File: config.mk
export PLATFORM = sky130hd
export DESIGN_NAME = rv32i_lsu_byteseq
export DESIGN_NICKNAME = d
export VERILOG_FILES = /design/src/rtl/rv32i_lsu_byteseq.sv
export SDC_FILE = /design/constraint.sdc
export NUM_CORES = 1
export LEC_CHECK = 0
export CAP_MARGIN = 20
export CORE_AREA = 2 2 115 117
export DETAILED_ROUTE_END_ITERATION = 6
export DIE_AREA = 0 0 117 119
export GPL_TIMING_DRIVEN = 1
export PLACE_DENSITY_LB_ADDON = 0.08
export SLEW_MARGIN = 30
export SYNTH_ARGS = -nofsm -noshare
export SYNTH_HDL_FRONTEND = slang
export SYNTH_SLANG_ARGS = --single-unit
File: constraint.sdc
create_clock -name i_clock -period 2.2 [get_ports i_clock]
set_input_delay 0.33 -clock i_clock [delete_from_list [all_inputs] [get_ports i_clock]]
set_output_delay 0.33 -clock i_clock [all_outputs]
set_load 0.005 [all_outputs]
File: src/rtl/rv32i_lsu_byteseq.sv
`default_nettype none
// ============================================================================
// Module   : rv32i_lsu_byteseq
// Purpose  : Splits one RV32I load/store into 1, 2 or 4 little-endian byte
//            accesses on a byte-wide RAM with registered read data, and
//            reassembles and extends load results to 32 bits.
// Option   : RV32I_LSU_MISALIGN_TRAP_EN - when defined, misaligned LH/LHU/SH
//            and LW/SW are reported as errors with no memory access.
// Revision : 1.0 - initial release
// ============================================================================
module rv32i_lsu_byteseq #(
  parameter int AWIDTH = 12
) (
  input  logic              i_clock,
  input  logic              i_reset,
  input  logic              i_req_valid,
  output logic              o_req_ready,
  input  logic              i_req_we,
  input  logic [2:0]        i_req_funct3,
  input  logic [31:0]       i_req_addr,
  input  logic [31:0]       i_req_wdata,
  output logic              o_resp_valid,
  output logic              o_resp_err,
  output logic [31:0]       o_resp_rdata,
  output logic [7:0]        o_mem_data,
  output logic              o_mem_wren,
  output logic [AWIDTH-1:0] o_mem_address,
  input  logic [7:0]        i_mem_q
);

  // S_RESP is only ever a next-state value: the edge that raises resp_valid
  // already lands in S_IDLE, so req_ready is high during the resp cycle.
  typedef enum logic [1:0] {
    S_IDLE  = 2'd0,
    S_STORE = 2'd1,
    S_LOAD  = 2'd2,
    S_RESP  = 2'd3
  } state_t;

  state_t              r_state;
  state_t              w_state_next;

  // r_cnt equals j during the cycle that ends at edge Ej of a transaction
  logic [2:0]          r_cnt;
  logic [2:0]          w_cnt_next;
  logic [2:0]          r_n;
  logic                r_uns;
  logic [AWIDTH-1:0]   r_base;
  logic [31:0]         r_wdata;
  logic [23:0]         r_lanes;
  logic [23:0]         w_lanes_next;

  logic [7:0]          r_mem_data;
  logic                r_mem_wren;
  logic [AWIDTH-1:0]   r_mem_address;
  logic                r_resp_valid;
  logic                r_resp_err;
  logic [31:0]         r_resp_rdata;

  logic [7:0]          w_mem_data_next;
  logic                w_mem_wren_next;
  logic [AWIDTH-1:0]   w_mem_address_next;
  logic                w_resp_valid_next;
  logic                w_resp_err_next;
  logic [31:0]         w_resp_rdata_next;

  logic                w_accept;
  logic [2:0]          w_req_n;
  logic                w_req_uns;
  logic                w_req_misalign;
  logic                w_req_err;
  logic [AWIDTH-1:0]   w_issue_addr;
  logic [7:0]          w_issue_byte;
  logic [1:0]          w_cap_idx;
  logic [31:0]         w_load_result;
  logic                w_unused;

  assign o_req_ready   = (r_state == S_IDLE) && !i_reset;
  assign w_accept      = i_req_valid && o_req_ready;

  assign o_mem_data    = r_mem_data;
  assign o_mem_wren    = r_mem_wren;
  assign o_mem_address = r_mem_address;
  assign o_resp_valid  = r_resp_valid;
  assign o_resp_err    = r_resp_err;
  assign o_resp_rdata  = r_resp_rdata;

  // Upper address bits are outside the RAM and intentionally ignored
  assign w_unused = ^i_req_addr[31:AWIDTH];

  // Size/sign decode; n==0 marks an illegal funct3 for the given direction
  always_comb begin
    w_req_n   = 3'd0;
    w_req_uns = 1'b0;
    case (i_req_funct3)
      3'b000:  w_req_n = 3'd1;
      3'b001:  w_req_n = 3'd2;
      3'b010:  w_req_n = 3'd4;
      3'b100:  begin
        w_req_n   = i_req_we ? 3'd0 : 3'd1;
        w_req_uns = 1'b1;
      end
      3'b101:  begin
        w_req_n   = i_req_we ? 3'd0 : 3'd2;
        w_req_uns = 1'b1;
      end
      default: w_req_n = 3'd0;
    endcase
  end

`ifdef RV32I_LSU_MISALIGN_TRAP_EN
  assign w_req_misalign = ((w_req_n == 3'd2) && i_req_addr[0]) ||
                          ((w_req_n == 3'd4) && (i_req_addr[1:0] != 2'b00));
`else
  assign w_req_misalign = 1'b0;
`endif

  assign w_req_err    = (w_req_n == 3'd0) || w_req_misalign;

  // Byte k lives at base+k, wrapping naturally at the RAM size
  assign w_issue_addr = r_base + AWIDTH'(r_cnt);
  assign w_cap_idx    = r_cnt[1:0] - 2'd2;

  // Pick store byte lane r_cnt from the latched write data
  always_comb begin
    case (r_cnt[1:0])
      2'd0:    w_issue_byte = r_wdata[7:0];
      2'd1:    w_issue_byte = r_wdata[15:8];
      2'd2:    w_issue_byte = r_wdata[23:16];
      default: w_issue_byte = r_wdata[31:24];
    endcase
  end

  // Final capture: mem_q is the top byte, earlier bytes come from the lanes
  always_comb begin
    case (r_n)
      3'd1:    w_load_result = r_uns ? {24'h0, i_mem_q}
                                     : {{24{i_mem_q[7]}}, i_mem_q};
      3'd2:    w_load_result = r_uns ? {16'h0, i_mem_q, r_lanes[7:0]}
                                     : {{16{i_mem_q[7]}}, i_mem_q, r_lanes[7:0]};
      default: w_load_result = {i_mem_q, r_lanes[23:0]};
    endcase
  end

  // Next-state and next-output logic for the sequencer
  always_comb begin
    w_state_next       = r_state;
    w_cnt_next         = r_cnt;
    w_lanes_next       = r_lanes;
    w_mem_wren_next    = 1'b0;
    w_mem_data_next    = 8'h00;
    w_mem_address_next = r_mem_address;
    w_resp_valid_next  = 1'b0;
    w_resp_err_next    = 1'b0;
    w_resp_rdata_next  = 32'h0;
    case (r_state)
      S_IDLE: begin
        if (w_accept) begin
          if (w_req_err) begin
            w_state_next      = S_RESP;
            w_resp_valid_next = 1'b1;
            w_resp_err_next   = 1'b1;
          end else begin
            w_cnt_next         = 3'd1;
            w_mem_address_next = i_req_addr[AWIDTH-1:0];
            if (i_req_we) begin
              w_state_next    = S_STORE;
              w_mem_wren_next = 1'b1;
              w_mem_data_next = i_req_wdata[7:0];
            end else begin
              w_state_next    = S_LOAD;
            end
          end
        end
      end
      S_STORE: begin
        if (r_cnt == r_n) begin
          w_state_next      = S_RESP;
          w_resp_valid_next = 1'b1;
        end else begin
          w_mem_wren_next    = 1'b1;
          w_mem_address_next = w_issue_addr;
          w_mem_data_next    = w_issue_byte;
          w_cnt_next         = r_cnt + 3'd1;
        end
      end
      S_LOAD: begin
        // Issue of byte r_cnt overlaps with capture of byte r_cnt-2
        if (r_cnt < r_n) begin
          w_mem_address_next = w_issue_addr;
        end
        if (r_cnt == (r_n + 3'd1)) begin
          w_state_next      = S_RESP;
          w_resp_valid_next = 1'b1;
          w_resp_rdata_next = w_load_result;
        end else begin
          w_cnt_next = r_cnt + 3'd1;
          if (r_cnt >= 3'd2) begin
            case (w_cap_idx)
              2'd0:    w_lanes_next[7:0]   = i_mem_q;
              2'd1:    w_lanes_next[15:8]  = i_mem_q;
              default: w_lanes_next[23:16] = i_mem_q;
            endcase
          end
        end
      end
      default: w_state_next = S_IDLE;
    endcase
  end

  // State, datapath and output registers with synchronous reset
  always_ff @(posedge i_clock) begin
    if (i_reset) begin
      r_state       <= S_IDLE;
      r_cnt         <= 3'd0;
      r_n           <= 3'd0;
      r_uns         <= 1'b0;
      r_base        <= '0;
      r_wdata       <= 32'h0;
      r_lanes       <= 24'h0;
      r_mem_data    <= 8'h00;
      r_mem_wren    <= 1'b0;
      r_mem_address <= '0;
      r_resp_valid  <= 1'b0;
      r_resp_err    <= 1'b0;
      r_resp_rdata  <= 32'h0;
    end else begin
      r_state       <= (w_state_next == S_RESP) ? S_IDLE : w_state_next;
      r_cnt         <= w_cnt_next;
      r_lanes       <= w_lanes_next;
      r_mem_data    <= w_mem_data_next;
      r_mem_wren    <= w_mem_wren_next;
      r_mem_address <= w_mem_address_next;
      r_resp_valid  <= w_resp_valid_next;
      r_resp_err    <= w_resp_err_next;
      r_resp_rdata  <= w_resp_rdata_next;
      if (w_accept) begin
        r_n     <= w_req_n;
        r_uns   <= w_req_uns;
        r_base  <= i_req_addr[AWIDTH-1:0];
        r_wdata <= i_req_wdata;
      end
    end
  end

endmodule
`default_nettype wire

# == After elaboration in Yosys (flattened, before gate mapping) ==
# Index checks and enable logic that the tools add are counted.
# totals
ff_bits,132
inputBits,79
wordCells,102
# classes
n_addsub,4
n_lt_le_gt_ge,2
eq_ne,19
muxes,39
bitwise,4
n_reduce_logical,19
# ops
operator,count
$mux W32,2
$pmux W32 S2,1
$mux W12,4
$pmux W12 S3,1
$mux W8,4
$pmux W8 S3,1
$pmux W8 S2,1
$pmux W3 S5,1
$add A12 B3 Y12,1
$mux W2,6
$mux W3,4
$reduce_and A4 Y1,3
$mux W1,10
$ne A2 B2 Y1 const B,5
$reduce_and A5 Y1,2
$pmux W3 S3,1
$reduce_or A2 Y1,4
$add A3 B1 Y3 const B,2
$eq A2 B1 Y1 const B,3
$eq A2 B2 Y1 const B,3
$eq A3 B1 Y1 const B,2
$eq A3 B2 Y1 const B,2
$eq A3 B3 Y1,2
$eq A3 B3 Y1 const B,2
other kinds (13),20

# == Logic depth before layout (Yosys ltp) ==
# Gate-level depths: netlist of run 1.
# depth
word_depth,8
mapped_depth,9
depth_no_buf,8

# == Worst setup path after synthesis of run 1 ==
# OpenSTA, ideal clock, no wires.
# synth_path
path_type,reg2reg
startpoint,reg r_cnt[0]
endpoint,"reg r_mem_address[10], in the netlist o_mem_address[10]"
setup_ns,0.070
t_arrival_ns,2.042
t_required_ns,2.130
path_slack_ns,0.087
path_stages_with_launch,10
path_buffers,2
synth_period_minus_slack_ns,2.113
path_cell_list,dfxtp_1 -> inv_1 -> ha_1 -> nand4_1 -> o2111ai_1 -> or3_1 -> clkbuf_1 -> buf_2 -> a211o_1 -> a21oi_1
# synth_between
elab_chain_len,3
word_cells_on_any_way,9
classes_between,add/sub (1); order compare (1); eq/ne (3); mux (3); reduce/logical (1)
# synth_rtl
element,line,rtl
"start, declared",44,logic [2:0] r_cnt;
"start signal, assigned",229,r_cnt <= w_cnt_next;
"$add A12 B3 Y12, or another cell as far along",121,assign w_issue_addr = r_base + AWIDTH'(r_cnt);
"$mux W12, or another cell as far along",189,if (r_cnt < r_n) begin
$pmux W12 S3 / $reduce_and A5 Y1 (equally long branches),-,
"end signal, assigned",233,r_mem_address <= w_mem_address_next;
"end, declared",55,logic [AWIDTH-1:0] r_mem_address;
# Several ways; a longest one is shown, not always the timed one. The select of a mux whose other input is x is not followed.
# A chain may end at the register's enable or synchronous reset.

# == Worst setup path in the final report of run 1 ==
# layout_path
startpoint,reg r_n[0]
endpoint,reg r_cnt[0]
# layout_between
elab_chain_len,4
word_cells_on_any_way,6
classes_between,add/sub (1); eq/ne (4); reduce/logical (1)
# layout_rtl
element,line,rtl
"start, declared",46,logic [2:0] r_n;
"start signal, assigned",238,r_n <= w_req_n;
$add A3 B1 Y3,192,if (r_cnt == (r_n + 3'd1)) begin
$eq A3 B3 Y1,192,
$ne A2 B2 Y1 (no source line),-,
$reduce_and A5 Y1 (no source line) (*),-,
# Every way passes the cells marked *; elsewhere a longest branch is shown, timed or not.

==> impl_metrics.py, run 1 <==
metrics = {
    "setup_path": {
        "critical_path_class": "register to register",
        "required_ps": 2530,
        "cp_max_fo": 6,
        "critPathArrivalTime_ps": 2470,
        "startpoint_type": "register",
        "worst_setup_path_end_kind": "register",
    },
    "placement": {
        "place.gp.congestion": 0.821,
        "dp_hpwl_microns": 9270,
        "io_buffers": 114,
    },
    "power_and_ir_drop": {
        "vdd_drop_max_mv": 0.500,
        "p_sw_uw": 2270,
        "leakage_uw": 0.00289,
        "clockPowerShare_pct": 36.9,
        "seqPwrFrac_pct": 37.0,
        "powerDensity_nw_per_um2": 1010,
        "power_frac_comb_pct": 26.0,
        "internal-power_uw": 5530,
        "swShare_pct": 29.1,
    },
    "outcome": {
        "status": "finished with violations",
        "violations": "design-rule violations",
    },
    "synth": {
        "synth_compound_area_share_pct": 18.2,
        "synth_xor_area_share_pct": 2.13,
        "synthesis.area_sq_um": 5640,
        "ys.flop_type": "dfxtp_1",
        "yosysWarnings": 0,
        "synth_fa_ha_area_share_pct": 4.35,
        "synth_cells": 637,
        "ys_seq_area_share_pct": 46.9,
        "synth_mux_area_share_pct": 4.62,
        "synth-simple-area-share_pct": 19.5,
        "synth_top_family_by_area": "simple AND/OR/NAND/NOR gates",
        "yosys.cell_types.count": 49,
        "synth_fp_nets": 735,
        "async_reset_ff_share_pct": 0,
        "syn_avg_cell_area_sq_um": 8.85,
        "ys_ff_latch": 132,
        "synth_edf_count": 0,
    },
    "detailed_routing": {
        "postRouteAntennaNets": 0,
        "routed_wl_microns": 13700,
        "dr.pass1.iters": 7,
        "wire_per_inst_microns": 14.5,
        "vias": 4891,
        "drc": 4,
        "routed_via_density": 5.17,
        "first_iter_violations": 303,
    },
    "sta": {
        "finalSetupViolCount": 0,
        "hold_viol_final": 0,
        "fmax_mhz": 467,
        "whs_ps": 430,
        "skew_ps": 8.40,
        "fin_crit_sh_pct": 97.4,
        "tns_ps": 0,
        "tightest_slew_ps": 966,
        "relSlewSlack_pct": 35.5,
        "period_needed_ps": 2140,
        "drv_slew": 0,
    },
    "clock_network": {
        "cts.sinks": 132,
        "cts_buffer_depth": 2,
        "clkSlewWorstSetupHoldPaths_ps": 50,
        "cts_tree": "yes",
        "h-tree-depth": 4,
        "postCtsSetupRepairBufs": 0,
        "numCtsBuffers": 17,
        "cts_root_buf": "clkbuf_16",
        "clk_latency_ps": 410,
    },
    "finish": {
        "final_nets": 856,
        "drive_gt1_share_pct": 12.1,
        "post-route-util_pct": 60.1,
        "register_area_sq_um": 2650,
        "syn2layout_area_growth_pct": 37.3,
        "diodes": 0,
        "multiInputGateArea_sq_um": 2820,
        "n_fill_cell": 1151,
    },
    "global_route": {
        "antenna_found_initial": 1,
        "grt_max_degree": 67,
        "groute.usage.overall_pct": 20.4,
        "overflow": 0,
        "grt_pass1_vias": 4675,
        "grt_pass1_wl_microns": 22300,
    },
    "floorplan": {
        "dieArea_sq_um": 13900,
        "start_util_pct": 43.8,
        "io_pins": 135,
        "dieHeight_microns": 119,
        "core-area_sq_um": 12900,
        "rows": 42,
        "die_w_microns": 117,
    },
    "hold_path": {
        "holdCritPathClass": "input pin to register",
    },
    "run": {
        "max_cap_violations": 0,
    },
}
-- cells in the mapped netlist, types with 2 or more instances --
master | count | area, sq um
a211o_1 | 9 | 78.8
a211oi_1 | 5 | 37.5
a21oi_1 | 34 | 170
a21oi_2 | 11 | 96.3
a222oi_1 | 8 | 80.1
a22oi_1 | 25 | 188
and2b_1 | 2 | 15.0
and3_1 | 4 | 25.0
buf_1 | 6 | 22.5
buf_2 | 3 | 15.0
buf_6 | 4 | 45.0
clkbuf_1 | 31 | 116
dfxtp_1 | 132 | 2640
ha_1 | 18 | 225
inv_1 | 12 | 45.0
mux2i_1 | 26 | 260
nand2_1 | 92 | 345
nand2b_1 | 39 | 244
nand3_1 | 6 | 30.0
nand4_1 | 2 | 12.5
nand4b_1 | 2 | 17.5
nor2_1 | 66 | 248
nor2b_1 | 4 | 25.0
nor3_1 | 5 | 25.0
nor4_1 | 2 | 12.5
nor4b_1 | 4 | 35.0
o2111ai_1 | 2 | 17.5
o211ai_1 | 4 | 30.0
o21ai_0 | 48 | 240
o31ai_1 | 3 | 22.5
xnor2_1 | 6 | 52.6
xor2_1 | 5 | 43.8
-- state kept, by name, summed over array words and instances (netlist names) --
register and flops:
o_mem_address 12, o_mem_data 8, o_mem_wren 1, o_resp_err 1, o_resp_rdata 32, o_resp_valid 1, r_base 12, r_cnt 3
r_lanes 24, r_n 3, r_state 2, r_uns 1, r_wdata 32
-- power groups by stage --
stage	registers [uW]	clock network, uW	logic [uW]
after floorplan	2900	0	1180
after global placement	2920	0	1920
after detailed placement	2930	0	1950
after CTS	2890	2940	1970
after global routing	2930	3040	2270
final	2890	2880	2030
-- kinds of logic after synthesis --
family / Yosys count
buffers and inverters: 56
muxes: 26
xor gates and xnor gates: 12
AOI/OAI and AO/OA: 156
DFF: 132
and+or+nand+nor: 236
adders and majority gates: 19
-- worst max-delay path: stages, from the launching register on --
cell and delay (ps):
dfxtp_4 380, inv_1 80, ha_4 250, xnor2_2 130, or4b_4 570, nor3b_1 160
buf_4 160, and3_1 190, nor3_2 150
-- per-layer routing --
metal	vias up	part of all wire [%]	track usage, %
li1	2441	-	-
met1	2287	44	25.6
met2	138	49	33.2
met3	23	5.1	5.04
met4	2	2.1	8.38
met5	-	0.095	0
-- stage by stage --
stage               instance area, sq um  power [uW]  setup slack [ps]  cells
global route                        7740        8240             -18.2    946
global placement                    7060        4840            -0.171    915
detailed placement                  7060        4880             -33.7    915
floorplan                           5640        4080              87.3    637
CTS                                 7670        7790             0.299    946
finish                              7740        7800              57.7    946
-- placed cells by master (no fill, tap or decap), types with 4 or more instances in the layout --
| cell type | synthesis | routed |
|---|---|---|
| nand2_1 | 92 | 92 |
| o211ai_1 | 4 | 4 |
| buf_4 | 0 | 30 |
| nand3_1 | 6 | 6 |
| ha_1 | 18 | 15 |
| o21ai_0 | 48 | 48 |
| nor3_1 | 5 | 4 |
| inv_1 | 12 | 10 |
| dfxtp_1 | 132 | 127 |
| xor2_1 | 5 | 5 |
| clkbuf_16 | 0 | 17 |
| xnor2_1 | 6 | 5 |
| a21oi_1 | 34 | 34 |
| and3_1 | 4 | 4 |
| a211o_1 | 9 | 9 |
| nand2b_1 | 39 | 39 |
| clkbuf_8 | 0 | 4 |
| a22oi_1 | 25 | 25 |
| clkdlybuf4s50_1 | 0 | 113 |
| a211oi_1 | 5 | 5 |
| a21oi_2 | 11 | 11 |
| a222oi_1 | 8 | 8 |
| mux2i_1 | 26 | 26 |
| clkinv_2 | 0 | 4 |
| nor2_1 | 66 | 66 |
-- repair_timing --
| action | in CTS | in global routing |
|---|---|---|
| gates resized for setup | 3 | 15 |
| hold buffers | 0 | 0 |
| pin swaps | 0 | 1 |
| endpoints found under the setup margin | 4 | 16 |
-- cell type report --
| cell class | count | share of cell area [%] |
|---|---|---|
| clock buffers | 22 | 6.26 |
| inverters | 12 | 0.582 |
| repair buffers | 146 | 18.0 |
| well taps | 176 | 2.85 |
| clock inverters | 9 | 1.63 |
| flip-flops and latches | 132 | 34.3 |
| multi-input cells | 449 | 36.4 |
-- path summary, 6_finish.rpt --
path | start | endpoint | slack, ps | cells past startpoint
worst min-delay path | i_reset | r_lanes[21]$_SDFFE_PP0P_ | 430 | 3
worst min register to register | r_lanes[7]$_SDFFE_PP0P_ | r_lanes[7]$_SDFFE_PP0P_ | 460 | 2
worst max register to register | r_n[0]$_SDFFE_PP0P_ | r_cnt[0]$_SDFFE_PP0P_ | 60 | 8
worst max-delay path | r_n[0]$_SDFFE_PP0P_ | r_cnt[0]$_SDFFE_PP0P_ | 60 | 8
Note: power is estimated with default switching activity, not from simulation.
==> run 2, diff against run 1 <==
PLACE_DENSITY = 0.76   (was unset)
PLACE_DENSITY_LB_ADDON = unset   (was 0.08)
==> impl_metrics.py, run 2 (synthesized netlist as in run 1, its figures left out) <==
metrics = {
    "outcome": {
        "status": "finished clean",
    },
    "floorplan": {
        "start_util_pct": 43.8,
        "die_w_microns": 117,
        "rows": 42,
        "core-area_sq_um": 12900,
        "dieArea_sq_um": 13900,
        "io_pins": 135,
        "dieHeight_microns": 119,
    },
    "setup_path": {
        "reg2reg_from": "r_n[0]$_SDFFE_PP0P_",
        "cp.depth": 8,
        "cp-startpoint": "r_n[0]$_SDFFE_PP0P_",
        "crit_buf_inv": 2,
        "critPathArrivalTime_ps": 2460,
        "crit_slowest_cell": "or4b_4",
        "startpoint_type": "register",
        "reg2reg_slack_ps": 60,
        "required_ps": 2520,
        "cp-endpoint": "r_cnt[0]$_SDFFE_PP0P_",
        "r2r_end": "r_cnt[0]$_SDFFE_PP0P_",
        "worst_setup_path_end_kind": "register",
        "cpMostUsedCell": "buf_4",
        "cp_max_fo": 6,
        "critical_path_class": "register to register",
        "reg2regPathDepth": 8,
        "cp_cell_sequence": "buf_4, ha_1, xor3_1, or4b_4, nor3b_1, buf_4, and3_1, nor3_2",
        "critical_path.top_delay_family": "simple AND/OR/NAND/NOR gates",
        "critPathMaxStageDelay_ps": 520,
    },
    "power_and_ir_drop": {
        "leakage_uw": 0.00286,
        "powerDensity_nw_per_um2": 1010,
        "total_power_uw": 7800,
        "vdd_drop_max_mv": 0.705,
    },
    "detailed_routing": {
        "routed_wl_microns": 13500,
        "routed_via_density": 5.19,
        "postRouteAntennaNets": 0,
        "drc": 0,
        "first_iter_violations": 359,
        "vias": 4898,
        "wire_per_inst_microns": 14.3,
        "dr.pass1.iters": 5,
    },
    "finish": {
        "postLayoutCellArea_sq_um": 7700,
        "final_common_cell": "dfxtp_1",
        "diodes": 0,
        "final_nets": 852,
        "syn2layout_area_growth_pct": 36.6,
        "drive_gt1_share_pct": 11.3,
        "mostFrequentLayoutCells": "dfxtp_1, clkdlybuf4s50_1, nand2_1",
        "post-route-util_pct": 59.8,
        "fin_cells": 943,
    },
    "clock_network": {
        "cts.sinks": 132,
        "clkSlewWorstSetupHoldPaths_ps": 60,
        "clk_latency_ps": 410,
        "cts_tree": "yes",
        "postCtsSetupRepairBufs": 0,
        "cts_root_buf": "clkbuf_16",
        "h-tree-depth": 4,
        "numCtsBuffers": 17,
        "hold_buffers": 0,
        "cts_buffer_depth": 2,
    },
    "placement": {
        "dp_hpwl_microns": 9300,
        "place.gp.congestion": 0.849,
        "io_buffers": 114,
        "dpl.cell_count": 911,
        "placed_area_sq_um": 7040,
    },
    "hold_path": {
        "holdPathStages": 3,
        "holdCritPathClass": "input pin to register",
    },
    "sta": {
        "drv_slew": 0,
        "hold_viol_final": 0,
        "tightest_slew_ps": 608,
        "period_needed_ps": 2140,
        "skew_ps": 9.42,
        "whs_ps": 314,
        "fin_crit_sh_pct": 97.1,
        "fmax_mhz": 468,
        "finalSetupViolCount": 0,
        "relSlewSlack_pct": 58.4,
    },
    "global_route": {
        "antenna_found_initial": 1,
        "grt_pass1_vias": 4705,
        "overflow": 0,
        "grt_max_degree": 82,
        "grt_pass1_wl_microns": 22300,
        "groute.usage.overall_pct": 20.1,
    },
    "run": {
        "max_cap_violations": 0,
    },
}
run 2: power breakdown:
group	total, uW	switching, uW	internal, uW	leakage, uW
Combinational	2000	1070	928	0.00149
Sequential	2890	199	2690	0.00108
Clock	2910	1080	1830	0.000299
run 2: how the worst min path moves through the flow:
stage | start | endpoint | slack, ps
after floorplan | r_uns$_SDFFE_PP0P_ | r_uns$_SDFFE_PP0P_ | 430
after global placement | r_wdata[1]$_SDFFE_PP0P_ | r_wdata[1]$_SDFFE_PP0P_ | 440
after detailed placement | r_lanes[19]$_SDFFE_PP0P_ | o_resp_rdata[19]$_SDFF_PP0_ | 450
after CTS | i_reset | r_lanes[7]$_SDFFE_PP0P_ | 300
after global routing | i_reset | r_lanes[7]$_SDFFE_PP0P_ | 330
final | i_reset | r_lanes[7]$_SDFFE_PP0P_ | 310
run 2: through the flow:
step,TNS [ps],worst slack (ps)
floorplan,0,87.3
global placement,0,5.65
detailed placement,-14.1,-8.64
CTS,0,5.75
global route,-34.9,-10.7
finish,0,62.7
run 2: per-layer routing:
metal  wire length, microns  part of all wire [%]  track usage (%)
met1                   5960                    44             24.9
met2                   6630                    49             32.8
met5                     13                 0.096                0
met4                    240                   1.8             8.46
met3                    687                   5.1             5.19
run 2: repair_timing:
item,in CTS,in global routing
cloned,0,0
gates resized for setup,3,10
endpoints found under the setup margin,3,11
run 2: worst register-to-register path, cell delays in order, from the launching register on:
cell     delay [ps]
dfxtp_2         330
buf_4           150
ha_1            200
xor3_1          210
or4b_4          520
nor3b_1         160
buf_4           160
and3_1          190
nor3_2          160
run 2: final cells by class:
class                      count  area [sq um]
sequential                   132          2650
fill                        1078          5170
timing repair buffer         142          1370
multi-input combinational    449          2800
clock buffer                  19           443
clock inverter                13           173
inverter                      12          45.0
tap                          176           220
==> run 3, diff against run 2 <==
HOLD_SLACK_MARGIN = 0.06   (was unset)
SETUP_SLACK_MARGIN = 0.02   (was unset)
==> impl_metrics.py, run 3 (synthesized netlist as in run 1, its figures left out) <==
metrics = {
    "outcome": {
        "status": "finished clean",
    },
    "global_route": {
        "overflow": 0,
        "grt_max_degree": 82,
        "groute.usage.overall_pct": 20.1,
        "antenna_found_initial": 1,
        "grt_pass1_wl_microns": 22300,
        "grt_pass1_vias": 4708,
    },
    "floorplan": {
        "dieHeight_microns": 119,
        "io_pins": 135,
        "start_util_pct": 43.8,
        "dieArea_sq_um": 13900,
        "die_w_microns": 117,
        "core-area_sq_um": 12900,
        "rows": 42,
    },
    "clock_network": {
        "h-tree-depth": 4,
        "numCtsBuffers": 17,
        "cts.sinks": 132,
        "cts_tree": "yes",
        "clk_latency_ps": 410,
        "cts_buffer_depth": 2,
        "cts_root_buf": "clkbuf_16",
        "clkSlewWorstSetupHoldPaths_ps": 60,
    },
    "setup_path": {
        "worst_setup_path_end_kind": "register",
        "cpMostUsedCell": "buf_4",
        "critPathArrivalTime_ps": 2450,
        "cp_cell_sequence": "buf_4, ha_1, xor3_1, or4b_4, nor3b_1, buf_4, and3_1, nor3_2",
        "critical_path_class": "register to register",
        "startpoint_type": "register",
        "cp_max_fo": 6,
        "reg2reg_slack_ps": 70,
        "reg2reg_from": "r_n[0]$_SDFFE_PP0P_",
        "cp-endpoint": "r_cnt[0]$_SDFFE_PP0P_",
        "r2r_end": "r_cnt[0]$_SDFFE_PP0P_",
        "cp-startpoint": "r_n[0]$_SDFFE_PP0P_",
        "reg2regPathDepth": 8,
        "critPathMaxStageDelay_ps": 510,
        "crit_slowest_cell": "or4b_4",
        "required_ps": 2520,
    },
    "detailed_routing": {
        "vias": 4908,
        "postRouteAntennaNets": 0,
        "first_iter_violations": 365,
        "dr.pass1.iters": 5,
        "routed_via_density": 5.20,
        "wire_per_inst_microns": 14.4,
        "drc": 0,
        "routed_wl_microns": 13600,
    },
    "sta": {
        "tns_ps": 0,
        "fin_crit_sh_pct": 96.9,
        "finalSetupViolCount": 0,
        "tightest_slew_ps": 595,
        "skew_ps": 10.4,
        "fmax_mhz": 469,
        "period_needed_ps": 2130,
        "rsz0062_at_grt": "true",
        "hold_viol_final": 0,
        "relSlewSlack_pct": 59.3,
        "whs_ps": 316,
        "drv_slew": 0,
    },
    "placement": {
        "io_buffers": 114,
        "placed_area_sq_um": 7040,
        "dp_hpwl_microns": 9300,
        "place.gp.congestion": 0.849,
    },
    "finish": {
        "post-route-util_pct": 59.9,
        "syn2layout_area_growth_pct": 36.8,
        "diodes": 0,
        "drive_gt1_share_pct": 11.6,
        "final_nets": 853,
        "mostFrequentLayoutCells": "dfxtp_1, clkdlybuf4s50_1, nand2_1",
        "postLayoutCellArea_sq_um": 7710,
        "final_common_cell": "dfxtp_1",
    },
    "power_and_ir_drop": {
        "leakage_uw": 0.00287,
        "total_power_uw": 7810,
        "vdd_drop_max_mv": 0.705,
        "powerDensity_nw_per_um2": 1010,
    },
    "hold_path": {
        "holdCritPathClass": "input pin to register",
        "worstHoldStart": "i_reset",
    },
    "run": {
        "max_cap_violations": 0,
    },
}
[run 3: cell count changes in the layout (fill, tap and decap cells not counted)]
cell / previous run / this run
nor2b_1: 3 / 2
buf_4: 26 / 27
nor2b_2: 1 / 2
[run 3: per-stage QoR]
stage | instances | setup slack, ps
after floorplan | 637 | 87.3
after global placement | 911 | 5.65
after detailed placement | 911 | -8.64
after CTS | 943 | 29.3
after global routing | 944 | 1.80
final | 944 | 68.6
[run 3: cell type report]
type	count	area, sq um
well taps	176	220
repair buffers	143	1380
fillers	1078	5160
clock inverters	13	173
inverters	12	45.0
clock buffers	19	443
multi-input cells	449	2800
flip-flops and latches	132	2650
[run 3: worst min path at each step]
stage                                   to  slack (ps)  cells after the start
3_3_place_gp       r_wdata[1]$_SDFFE_PP0P_         440                      2
5_1_grt            r_lanes[7]$_SDFFE_PP0P_         330                      3
4_1_cts            r_lanes[7]$_SDFFE_PP0P_         300                      3
3_5_place_dp   o_resp_rdata[19]$_SDFF_PP0_         450                      2
2_1_floorplan           r_uns$_SDFFE_PP0P_         430                      2
6_report           r_lanes[7]$_SDFFE_PP0P_         320                      3
[run 3: per-layer routing]
metal / global-route usage, % / vias up / share of wire, %
met5: 0 / - / 0.096
met4: 8.46 / 2 / 1.7
met3: 5.19 / 20 / 5.3
met2: 32.8 / 141 / 49
met1: 24.9 / 2313 / 44
li1: - / 2432 / -
[run 3: what timing repair did]
item	in CTS	in global routing
hold buffers	0	0
gates resized for setup	4	10
setup buffers	0	1
pin swaps	0	1
setup endpoints to repair	7	21
[run 3: report_power, final]
| group | switching [uW] | internal, uW |
|---|---|---|
| Combinational | 1070 | 940 |
| Sequential | 199 | 2690 |
| Clock | 1080 | 1830 |
| Total | 2350 | 5460 |
[run 3: worst max-delay path, delay by kind of cell (launching register included)]
| kind | cells | cell delay, ps |
|---|---|---|
| xor+xnor | 1 | 200 |
| fa+ha+maj | 1 | 200 |
| flops | 1 | 330 |
| buf+inv | 2 | 310 |
| simple gates | 4 | 1020 |
